==> config.mk <==
export PLATFORM = sky130hd
export DESIGN_NAME = sobel_window_feeder
export DESIGN_NICKNAME = d
export VERILOG_FILES = /design/src/rtl/sobel_window_feeder.sv
export SDC_FILE = /design/constraint.sdc
export NUM_CORES = 1
export LEC_CHECK = 0
export BUFFER_PORTS_ARGS = -buffer_cell sky130_fd_sc_hd__buf_4
export CAP_MARGIN = 30
export CORE_MARGIN = 10
export CORE_UTILIZATION = 60
export DETAILED_ROUTE_END_ITERATION = 12
export PLACE_DENSITY = 0.89
export SLEW_MARGIN = 20
export SYNTH_ARGS = -nofsm -noshare
export SYNTH_HDL_FRONTEND = slang
export SYNTH_SLANG_ARGS = --single-unit
==> constraint.sdc <==
create_clock -name clk_i -period 5.2 [get_ports clk_i]
set_clock_uncertainty 0.05 [all_clocks]
set_input_delay 1.04 -clock clk_i [delete_from_list [all_inputs] [get_ports clk_i]]
set_output_delay 1.04 -clock clk_i [all_outputs]
set_load 0.01 [all_outputs]
==> src/rtl/sobel_window_feeder.sv <==
// Sobel window stream producer: walks the frame in 3-pixel-wide vertical strips,
// fetching each strip's first 3x3 window and then 3 pixels per new bottom row.
module sobel_window_feeder #(
    parameter int PIXEL_W    = 8,
    parameter int IMG_W      = 16,
    parameter int IMG_H      = 16,
    parameter int ADDR_W     = 8,
    parameter int GAP_CYCLES = 2
) (
    input  logic               clk_i,
    input  logic               nreset_i,
    input  logic               start_i,
    output logic               busy_o,
    output logic               done_o,
    output logic               mem_req_o,
    output logic [ADDR_W-1:0]  mem_addr_o,
    input  logic               mem_ack_i,
    input  logic [PIXEL_W-1:0] mem_data_i,
    output logic               start_sobel_o,
    output logic [PIXEL_W-1:0] px_o,
    output logic               px_rdy_o
);

    localparam int COL_W = $clog2(IMG_W);
    localparam int ROW_W = $clog2(IMG_H);
    localparam int GAP_W = $clog2(GAP_CYCLES + 1) + 1;

    typedef enum logic [1:0] {IDLE, FETCH, GAP, DONE} state_t;

    state_t             state_q, state_d;
    logic [COL_W-1:0]   col_base_q, col_base_d;
    logic [ROW_W-1:0]   row_q, row_d;
    logic [1:0]         k_q, k_d;
    logic [GAP_W-1:0]   gap_cnt_q, gap_cnt_d;
    logic [ADDR_W-1:0]  addr_q, addr_d;
    logic               mem_req_q, mem_req_d;
    logic               start_sobel_q, start_sobel_d;
    logic               busy_q, busy_d;
    logic               done_q, done_d;
    logic [PIXEL_W-1:0] px_q, px_d;
    logic               px_rdy_q, px_rdy_d;
    logic               last_px, last_strip;

    function automatic logic [ADDR_W-1:0] pix_addr(input logic [ROW_W-1:0] r,
                                                   input logic [COL_W-1:0] cb,
                                                   input logic [1:0]       kk);
        return ADDR_W'(r) * ADDR_W'(IMG_W) + ADDR_W'(cb) + ADDR_W'(kk);
    endfunction

    // Every strip row is fetched left to right, so the opening 3x3 window is
    // just the first three rows of that walk.
    assign last_px    = (row_q == ROW_W'(IMG_H - 1)) && (k_q == 2'd2);
    assign last_strip = (col_base_q == COL_W'(IMG_W - 3));

    always_comb begin
        state_d       = state_q;
        col_base_d    = col_base_q;
        row_d         = row_q;
        k_d           = k_q;
        gap_cnt_d     = gap_cnt_q;
        addr_d        = addr_q;
        mem_req_d     = mem_req_q;
        start_sobel_d = start_sobel_q;
        busy_d        = busy_q;
        done_d        = 1'b0;
        px_d          = px_q;
        px_rdy_d      = 1'b0;
        case (state_q)
            IDLE: begin
                if (start_i) begin
                    state_d       = FETCH;
                    col_base_d    = '0;
                    row_d         = '0;
                    k_d           = '0;
                    addr_d        = '0;
                    mem_req_d     = 1'b1;
                    start_sobel_d = 1'b1;
                    busy_d        = 1'b1;
                end
            end
            FETCH: begin
                if (mem_req_q && mem_ack_i) begin
                    px_d     = mem_data_i;
                    px_rdy_d = 1'b1;
                    if (k_q == 2'd2) begin
                        k_d   = '0;
                        row_d = row_q + 1'b1;
                    end else begin
                        k_d = k_q + 2'd1;
                    end
                    if (last_px) begin
                        mem_req_d = 1'b0;
                        row_d     = '0;
                        k_d       = '0;
                        gap_cnt_d = '0;
                        state_d   = last_strip ? DONE : GAP;
                    end
                    addr_d = pix_addr(row_d, col_base_q, k_d);
                end
            end
            GAP: begin
                // First GAP cycle still carries the strip's final px_rdy_o.
                start_sobel_d = 1'b0;
                if (gap_cnt_q == GAP_W'(GAP_CYCLES)) begin
                    state_d       = FETCH;
                    col_base_d    = col_base_q + 1'b1;
                    row_d         = '0;
                    k_d           = '0;
                    addr_d        = pix_addr('0, col_base_q + 1'b1, 2'd0);
                    mem_req_d     = 1'b1;
                    start_sobel_d = 1'b1;
                end else begin
                    gap_cnt_d = gap_cnt_q + 1'b1;
                end
            end
            DONE: begin
                start_sobel_d = 1'b0;
                busy_d        = 1'b0;
                done_d        = 1'b1;
                state_d       = IDLE;
            end
            default: state_d = IDLE;
        endcase
    end

    always_ff @(posedge clk_i or negedge nreset_i) begin
        if (!nreset_i) begin
            state_q       <= IDLE;
            col_base_q    <= '0;
            row_q         <= '0;
            k_q           <= '0;
            gap_cnt_q     <= '0;
            addr_q        <= '0;
            mem_req_q     <= 1'b0;
            start_sobel_q <= 1'b0;
            busy_q        <= 1'b0;
            done_q        <= 1'b0;
            px_q          <= '0;
            px_rdy_q      <= 1'b0;
        end else begin
            state_q       <= state_d;
            col_base_q    <= col_base_d;
            row_q         <= row_d;
            k_q           <= k_d;
            gap_cnt_q     <= gap_cnt_d;
            addr_q        <= addr_d;
            mem_req_q     <= mem_req_d;
            start_sobel_q <= start_sobel_d;
            busy_q        <= busy_d;
            done_q        <= done_d;
            px_q          <= px_d;
            px_rdy_q      <= px_rdy_d;
        end
    end

    assign busy_o        = busy_q;
    assign done_o        = done_q;
    assign mem_req_o     = mem_req_q;
    assign mem_addr_o    = addr_q;
    assign start_sobel_o = start_sobel_q;
    assign px_o          = px_q;
    assign px_rdy_o      = px_rdy_q;

endmodule

==> results of run 1 <==
## final timing paths
check                                   start            end  slack (ps)  cells past startpoint
worst max-delay path               state_q[1]  mem_addr_o[7]        2620                      6
worst min-delay path            mem_addr_o[6]  mem_addr_o[6]         450                      2
worst max register to register     state_q[1]  mem_addr_o[7]        2620                      6
worst min register to register  mem_addr_o[6]  mem_addr_o[6]         450                      2
max in group asynchronous            nreset_i  col_base_q[3]        4210                      1
min in group asynchronous            nreset_i       row_q[0]         570                      1
## power breakdown
part / switching, mW / total [mW] / internal [mW]
Sequential: 0.0674 / 0.429 / 0.362
Combinational: 0.307 / 0.530 / 0.223
Clock: 0.0969 / 0.225 / 0.128
Total: 0.471 / 1.18 / 0.713
## cells in the final DEF, fill, tap and decap left out, types with 5 or more instances in the layout
master    instances
nand2_1          23
xnor2_1           5
nand3_1           5
a22o_1            6
o31ai_1           5
buf_4            32
mux2_1            9
inv_1             7
dfrtp_1          36
clkbuf_4          5
o21ai_1          15
nand2b_1          5
nor2_1            8
ha_1             12
a21oi_1           6
## sequential cells by signal (all words and copies together) (netlist names)
register / cells
mem_req_o: 1
px_rdy_o: 1
start_sobel_o: 1
k_q: 2
mem_addr_o: 8
state_q: 2
busy_o: 1
px_o: 8
gap_cnt_q: 3
row_q: 4
col_base_q: 4
done_o: 1
## final cells by class
class / count / area (um^2) / area share, %
Inverter: 9 / 33.8 / 1.48
Sequential cell: 36 / 901 / 39.4
Multi-Input combinational cell: 131 / 961 / 42.0
Clock buffer: 7 / 65.1 / 2.85
Clock inverter: 1 / 30.0 / 1.31
Tap cell: 44 / 55.1 / 2.41
Timing Repair Buffer: 32 / 240 / 10.5
## cells in the mapped netlist, types with 3 or more instances
| library cell | count |
|---|---|
| buf_2 | 3 |
| mux2_1 | 9 |
| xor2_1 | 3 |
| nand3_1 | 5 |
| o21ai_1 | 15 |
| inv_1 | 7 |
| dfrtp_1 | 36 |
| xnor2_1 | 5 |
| nand2_1 | 23 |
| ha_1 | 12 |
| nor2_1 | 8 |
| a21oi_1 | 6 |
| nand2b_1 | 5 |
| a22o_1 | 6 |
| o31ai_1 | 5 |
## metrics by stage
stage	utilization [%]	hold slack [ps]	total power, mW
finish	74.3	448	1.18
global route	74.3	480	1.28
CTS	74.3	455	1.19
detailed placement	71.2	431	0.963
global placement	71.2	417	0.932
floorplan	-	421	0.784
## worst register-to-register path, stage by stage, from the launching register on
cell and delay, ps:
dfrtp_1 420, inv_1 140, ha_1 470, nand3_1 510, nor3_2 560, nand2_1 210, o21ai_2 170
## routing by layer
layer  wire length [um]  GRT usage, %  share of wire, %
met1               1650          16.6                39
met2               2310          26.1                54
met3                207          5.71               4.9
met4                 93          6.32               2.2
met5                  0             0                 0
## logic make-up (layout without fill, tap and decap cells)
family	after synthesis	in the layout	synth area share, %
muxes	13	13	7.59
xor gates and xnor gates	8	8	3.63
AOI/OAI and AO/OA	45	45	15.8
adders and majority gates	13	13	8.82
buffers and inverters	15	49	3.50
DFF	36	36	46.7
and+or+nand+nor	52	52	14.0
==> impl_metrics.json, run 1 <==
{
  "outcome": "finished, final reports clean",
  "clk_pin_slew_ps": 110,
  "slew-limit-headroom_pct": 66.8,
  "gp_congestion": 0.811,
  "final_area_mm2": 0.00229,
  "area_delta_synth_final_pct": 18.5,
  "wire_per_inst_um": 16.4,
  "cp_cell_sequence": "inv_1 > ha_1 > nand3_1 > nor3_2 > nand2_1 > o21ai_2",
  "worst-setup-path-type": "flip-flop to flip-flop",
  "dieWidth_um": 76.7,
  "clock_latency_ps": 350,
  "crit_fanout": 11,
  "ys_ff_latch": 36,
  "fp.coreArea_mm2": 0.00308,
  "crit_family": "simple AND/OR/NAND/NOR gates",
  "start_kind": "flip-flop",
  "timing.final.crit_share_pct": 49.7,
  "drtIter0Drc": 129,
  "cts_tree": "built",
  "seq_area_frac_synth_pct": 46.7,
  "slowest_delay_ps": 560,
  "p_leak_nw": 1.09,
  "cts-root-buf": "clkbuf_4",
  "cp_data_required_time_ps": 5440,
  "fp.dieArea_mm2": 0.00588,
  "setup_viol": 0,
  "nNetsFinal": 240,
  "postCtsHoldBufs": 0,
  "die_height_um": 76.7,
  "finalSetupTns_ps": 0,
  "p_per_area_mw_per_mm2": 518,
  "rsz0062_at_grt": "false",
  "antenna_cells": 0,
  "grt_pass1_wl_um": 7270,
  "grt_use_total_pct": 15.3,
  "cts_resized": 0,
  "synth_top_area_share_pct": 46.7,
  "pre_cts_slack_ps": 2610,
  "cp_slowest_cell": "nor3_2",
  "first_global_vias": 1515,
  "setup_ws_ps": 2620,
  "fillers": 212,
  "avgSynthCellArea_um2": 10.6,
  "drc_errors": 0,
  "synth_top_area_cell": "dfrtp_1",
  "port_buffers": 32,
  "fmax_mhz": 387,
  "antenna_left": 0,
  "clock_path_buffers": 2,
  "drt-vias-per-instance": 5.73,
  "ys_types": 42,
  "post-cts-setup-buffers": 0,
  "hp-class": "flip-flop to flip-flop",
  "dp.cells": 252,
  "route.vias.total": 1489,
  "drive_gt1_share_pct": 23.1,
  "synthCells": 182,
  "dpl_cell_area_mm2": 0.00219,
  "fin_crit_ps": 2580,
  "ir_drop_mv": 0.373,
  "synth_edf_count": 0,
  "tightest_slew_ps": 483,
  "postSynth.asyncResetShare_pct": 100,
  "cts_buffers": 5,
  "syn_area_mm2": 0.00193,
  "fin_cells": 260,
  "rows": 20,
  "syn_nets": 207,
  "report.final.slew_viol_count": 0,
  "pin_count": 33,
  "dominantRegCellSynth": "dfrtp_1",
  "gr-total-overflow": 0,
  "wirelength_um": 4270,
  "endpoint_kind": "flip-flop",
  "initial_core_util_pct": 62.7,
  "critical_path_arrival_ps": 2820,
  "grt_max_degree": 37,
  "timing_hold_violations_final": 0,
  "cap_violations": 0,
  "cts_sinks": 36,
  "antenna_found_initial": 0,
  "ys_warn_count": 0,
  "synthTopCellsByArea": "dfrtp_1 (47%), ha_1 (7.8%), mux2_1 (5.3%)",
  "dr.pass1.iters": 5,
  "worst-path-buf-inv": 1,
  "ctsHtreeMaxLevel": 2,
  "hpwl_um": 3300
}
No activity file was read; power rests on OpenSTA's default activity.
==> inputs of run 2 (changes only) <==
--- a/config.mk
+++ b/config.mk
@@ -5,12 +5,13 @@
 export SDC_FILE = /design/constraint.sdc
 export NUM_CORES = 1
 export LEC_CHECK = 0
+export ABC_AREA = 1
 export BUFFER_PORTS_ARGS = -buffer_cell sky130_fd_sc_hd__buf_4
 export CAP_MARGIN = 30
 export CORE_MARGIN = 10
-export CORE_UTILIZATION = 60
+export CORE_UTILIZATION = 55
 export DETAILED_ROUTE_END_ITERATION = 12
-export PLACE_DENSITY = 0.89
+export PLACE_DENSITY = 0.83
 export SLEW_MARGIN = 20
 export SYNTH_ARGS = -nofsm -noshare
 export SYNTH_HDL_FRONTEND = slang
==> constraint.sdc (replaced) <==
create_clock -name clk_i -period 2.4 [get_ports clk_i]
set_clock_uncertainty 0.05 [all_clocks]
set_input_delay 0.48 -clock clk_i [delete_from_list [all_inputs] [get_ports clk_i]]
set_output_delay 0.48 -clock clk_i [all_outputs]
set_load 0.01 [all_outputs]
==> impl_metrics.json, run 2 <==
{
  "ctsHtreeMaxLevel": 2,
  "antenna_found_initial": 0,
  "cts_tree": "built",
  "port_buffers": 32,
  "r2r_start": "state_q[1]",
  "ys_types": 25,
  "synth_edf_count": 0,
  "initial_core_util_pct": 57.3,
  "syn_nets": 266,
  "avgSynthCellArea_um2": 7.99,
  "endpoint": "gap_cnt_q[0]",
  "dominantRegCellSynth": "dfrtp_1",
  "outcome": "finished, final reports clean",
  "timing.final.crit_share_pct": 78.3,
  "rows": 21,
  "startpoint": "state_q[1]",
  "fmax_mhz": 532,
  "drt-vias-per-instance": 5.11,
  "post-cts-setup-buffers": 0,
  "antenna_cells": 0,
  "cts_sinks": 36,
  "first_global_vias": 1563,
  "die_height_um": 79.2,
  "synth_top_area_cell": "dfrtp_1",
  "drc_errors": 0,
  "endpoint_kind": "flip-flop",
  "gr-total-overflow": 0,
  "clk_pin_slew_ps": 110,
  "wirelength_um": 4140,
  "report.final.slew_viol_count": 0,
  "layout_commonest_cell": "nand2_1",
  "fp.coreArea_mm2": 0.00336,
  "total_power_mw": 2.45,
  "seq_area_frac_synth_pct": 46.8,
  "cts_resized": 0,
  "syn_area_mm2": 0.00193,
  "nNetsFinal": 304,
  "synthCells": 241,
  "hpwl_um": 3360,
  "grt_use_total_pct": 14.0,
  "fp.dieArea_mm2": 0.00627,
  "ff2ff_setup_slack_ps": 520,
  "cts-root-buf": "clkbuf_4",
  "worst-setup-path-type": "flip-flop to flip-flop",
  "fin_crit_ps": 1880,
  "gp_congestion": 0.820,
  "pre_cts_slack_ps": 529,
  "synth_top_area_share_pct": 46.8,
  "setup_viol": 0,
  "dieWidth_um": 79.2,
  "fin_cells": 326,
  "ff_latch_area_um2": 901,
  "dr.pass1.iters": 4,
  "fillers": 304,
  "dp.cells": 318,
  "antenna_left": 0,
  "r2r-end": "gap_cnt_q[0]",
  "multi_input_area_um2": 891,
  "grt_max_degree": 37,
  "finalSetupTns_ps": 0,
  "pin_count": 33,
  "synth.most_common_cell": "nand2_1",
  "grt_pass1_wl_um": 7230,
  "route.vias.total": 1665,
  "critical_path_arrival_ps": 2070,
  "area_delta_synth_final_pct": 18.3,
  "p_leak_nw": 1.19,
  "clock_path_buffers": 2,
  "cp_data_required_time_ps": 2590,
  "crit_fanout": 11,
  "ys_ff_latch": 36,
  "drive_gt1_share_pct": 18.2,
  "cap_violations": 0,
  "drtIter0Drc": 134,
  "r2r.worst_path.cells": 9,
  "p_per_area_mw_per_mm2": 1080,
  "synthTopCellsByArea": "dfrtp_1 (47%), nand2_1 (15%), ha_1 (7.8%)",
  "postSynth.asyncResetShare_pct": 100,
  "rsz0062_at_grt": "false",
  "timing_hold_violations_final": 0,
  "layout_common_cells": "nand2_1 (75), dfrtp_1 (36), buf_4 (33), inv_1 (31), nor2_1 (17)",
  "postCtsHoldBufs": 0,
  "setup_ws_ps": 521,
  "wire_per_inst_um": 12.7,
  "start_kind": "flip-flop",
  "cts_buffers": 5,
  "clock_latency_ps": 340,
  "ir_drop_mv": 0.713,
  "tightest_slew_ps": 440,
  "ys_warn_count": 0,
  "hp-class": "input pin to async pin",
  "ys_top_cells_by_count": "nand2_1 (75), dfrtp_1 (36), inv_1 (31), nor2_1 (17), o21ai_0 (16)",
  "slew-limit-headroom_pct": 70.6
}
-- run 2: changes by cell type in the layout (fill, tap and decap cells not counted), sizes merged, moves of 6 or more --
cell and change:
nand2 +54, nand3 +9, o21ai +6, nor2 +13, nand2b -6, a22o -6, inv +24, mux2 -10
-- run 2: layout make-up --
cell class	instances	area share (%)
flip-flops and latches	36	39.6
multi-input cells	170	39.1
repair buffers	33	10.9
inverters	33	5.44
well taps	46	2.53
clock buffers	5	1.65
clock inverters	3	0.824
-- run 2: power by group --
group / internal, mW / switching, mW / total (mW)
Combinational: 0.465 / 0.740 / 1.20
Sequential: 0.791 / 0.138 / 0.929
Clock: 0.112 / 0.206 / 0.319
Total: 1.37 / 1.08 / 2.45
-- run 2: cells by family after synthesis --
group	count (synthesis)	synth area share, %
buf+inv	35	6.95
flops	36	46.8
compound gates	40	11.6
xor+xnor	2	0.910
fa+ha+maj	13	8.84
simple gates	115	25.0
-- run 2: worst max-delay path, stage by stage (launching register included) --
cell and delay (ps):
dfrtp_1 410, inv_1 120, ha_1 400, inv_1 210, a21oi_1 170, nand2_1 80
nor2_1 150, inv_1 70, nand2_1 70, o21ai_2 50
-- run 2: worst min path at each step --
stage	end	cells past startpoint	slack (ps)
CTS	mem_addr_o[5]	1	30
detailed placement	k_q[1]	1	410
global route	mem_addr_o[5]	1	30
finish	mem_addr_o[5]	1	20
floorplan	busy_o	0	130
global placement	px_o[3]	1	410
-- run 2: per-stage QoR --
step	hold slack [ps]	instance area, um^2	util (%)
final	20.2	2280	67.7
after global routing	30.1	2280	67.7
after CTS	29.6	2280	67.7
after detailed placement	409	2220	66.0
after global placement	410	2220	66.0
after floorplan	134	1930	-
-- run 2: routing by layer --
metal | vias up | wire length, um | track usage (%)
li1 | 848 | - | -
met5 | - | 0 | 0
met2 | 42 | 1940 | 22.7
met4 | 0 | 42 | 4.30
met1 | 769 | 1870 | 17.2
met3 | 6 | 283 | 4.62
==> inputs of run 3 (changes only) <==
--- a/config.mk
+++ b/config.mk
@@ -9,9 +9,9 @@
 export BUFFER_PORTS_ARGS = -buffer_cell sky130_fd_sc_hd__buf_4
 export CAP_MARGIN = 30
 export CORE_MARGIN = 10
-export CORE_UTILIZATION = 55
+export CORE_UTILIZATION = 50
 export DETAILED_ROUTE_END_ITERATION = 12
-export PLACE_DENSITY = 0.83
+export PLACE_DENSITY = 0.8
 export SLEW_MARGIN = 20
 export SYNTH_ARGS = -nofsm -noshare
 export SYNTH_HDL_FRONTEND = slang
==> constraint.sdc (replaced) <==
create_clock -name clk_i -period 1.6 [get_ports clk_i]
set_clock_uncertainty 0.05 [all_clocks]
set_input_delay 0.32 -clock clk_i [delete_from_list [all_inputs] [get_ports clk_i]]
set_output_delay 0.32 -clock clk_i [all_outputs]
set_load 0.01 [all_outputs]
==> impl_metrics.json, run 3 (same netlist as run 2, synthesis figures left out) <==
{
  "cp_data_required_time_ps": 1740,
  "nNetsFinal": 346,
  "dr.pass1.iters": 5,
  "drc_errors": 0,
  "gp_congestion": 0.878,
  "fp.coreArea_mm2": 0.00369,
  "slowest_delay_ps": 420,
  "crit_fanout": 3,
  "start_kind": "flip-flop",
  "drt-vias-per-instance": 5.78,
  "ir_drop_mv": 1.50,
  "port_buffers": 32,
  "setup_viol": 19,
  "pin_count": 33,
  "startpoint": "k_q[0]",
  "cp_slowest_cell": "dfrtp_1",
  "layout_common_cells": "buf_4 (65), nand2_1 (64), dfrtp_1 (35), inv_1 (18), inv_2 (13)",
  "outcome": "finished, violations left",
  "cap_violations": 0,
  "r2r.worst_path.cells": 9,
  "p_leak_nw": 1.48,
  "cts_sinks": 36,
  "total_power_mw": 6.10,
  "grt_use_total_pct": 16.7,
  "ctsHtreeMaxLevel": 2,
  "grt_pass1_wl_um": 8800,
  "grt_max_degree": 37,
  "hpwl_um": 3430,
  "hold_end": "px_o[3]",
  "tightest_slew_ps": 457,
  "slew-limit-headroom_pct": 69.5,
  "rows": 22,
  "worst-setup-path-type": "flip-flop to flip-flop",
  "r2r_start": "k_q[0]",
  "route.vias.total": 2138,
  "endpoint_kind": "flip-flop",
  "layout_commonest_cell": "buf_4",
  "drtIter0Drc": 253,
  "cts-root-buf": "clkbuf_8",
  "fp.dieArea_mm2": 0.00673,
  "cts_buffers": 5,
  "violations": "setup timing",
  "dieWidth_um": 82.1,
  "first_global_vias": 1928,
  "setup_ws_ps": -274,
  "report.final.slew_viol_count": 0,
  "critical_path_arrival_ps": 2020,
  "fin_crit_ps": 1870,
  "rsz0062_at_grt": "true",
  "gr-total-overflow": 0,
  "timing.final.crit_share_pct": 117,
  "drive_gt1_share_pct": 46.3,
  "wirelength_um": 6790,
  "ff2ff_setup_slack_ps": -270,
  "fin_util_pct": 80.9,
  "hp-class": "input pin to flip-flop",
  "antenna_cells": 0,
  "clock_path_buffers": 2,
  "initial_core_util_pct": 52.2,
  "timing_hold_violations_final": 0,
  "clock_latency_ps": 300,
  "antenna_left": 0,
  "worstHoldStart": "mem_data_i[3]",
  "worst-path-buf-inv": 4,
  "crit_family": "buffers and inverters",
  "antenna_found_initial": 0,
  "cp_cell_sequence": "inv_2 > nor2_2 > buf_4 > fa_2 > inv_2 > nor2_4 > buf_4 > xnor2_2 > o21ai_1",
  "r2r-end": "mem_addr_o[4]",
  "area_delta_synth_final_pct": 55.0,
  "fmax_mhz": 534,
  "wire_per_inst_um": 18.4,
  "hold_depth": 3,
  "die_height_um": 82.1,
  "p_per_area_mw_per_mm2": 2040,
  "cts_tree": "built",
  "clk_pin_slew_ps": 70
}
run 3: power breakdown:
group	switching [mW]	total, mW	internal [mW]	leakage (nW)
clock network	0.344	1.12	0.780	0.0784
registers	0.200	1.39	1.19	0.472
logic	1.98	3.58	1.61	0.926
run 3: routing by layer:
metal	vias to the layer above	GRT usage, %	routed length [um]
met3	35	5.13	509
met1	1028	18.9	2490
met2	144	27.6	3430
met4	0	8.84	361
li1	931	-	-
met5	-	0	0
run 3: cell type report:
type                    instances  area [um^2]
clock buffers                   5         68.8
well taps                      48         60.1
inverters                      33          131
flip-flops and latches         36          902
multi-input cells             170         1130
fillers                       216          704
clock inverters                 3         90.1
repair buffers                 75          599
run 3: worst max path at each step:
stage	to	slack, ps	depth (start not counted)
after global placement	mem_addr_o[6]	-60	9
after global routing	mem_addr_o[4]	-310	9
final	mem_addr_o[4]	-270	9
after floorplan	gap_cnt_q[0]	4	10
after detailed placement	col_base_q[1]	-80	7
after CTS	mem_addr_o[7]	-30	10
run 3: what timing repair did:
action,4_1_cts,5_1_grt
hold buffers,1,0
hold endpoints to repair,36,0
cloned,0,1
pin swaps,6,14
setup buffers,2,9
endpoints found under the setup margin,19,32
resized for setup,29,64
run 3: through the flow:
| stage | instance area [um^2] | setup slack, ps | TNS [ps] | hold WS (ps) | std cells |
|---|---|---|---|---|---|
| 3_3_place_gp | 2440 | -60.7 | -227 | 251 | 349 |
| 4_1_cts | 2700 | -33.8 | -70.9 | 171 | 360 |
| 6_report | 2980 | -274 | -2100 | 175 | 370 |
| 5_1_grt | 2980 | -314 | -3410 | 169 | 370 |
| 2_1_floorplan | 1930 | 3.87 | 0 | -25.6 | 241 |
| 3_5_place_dp | 2440 | -82.6 | -613 | 252 | 349 |
run 3: worst register-to-register path: stages (launching register included):
cell	delay, ps
dfrtp_1	420
inv_2	100
nor2_2	50
buf_4	150
fa_2	360
inv_2	100
nor2_4	50
buf_4	150
xnor2_2	120
o21ai_1	220
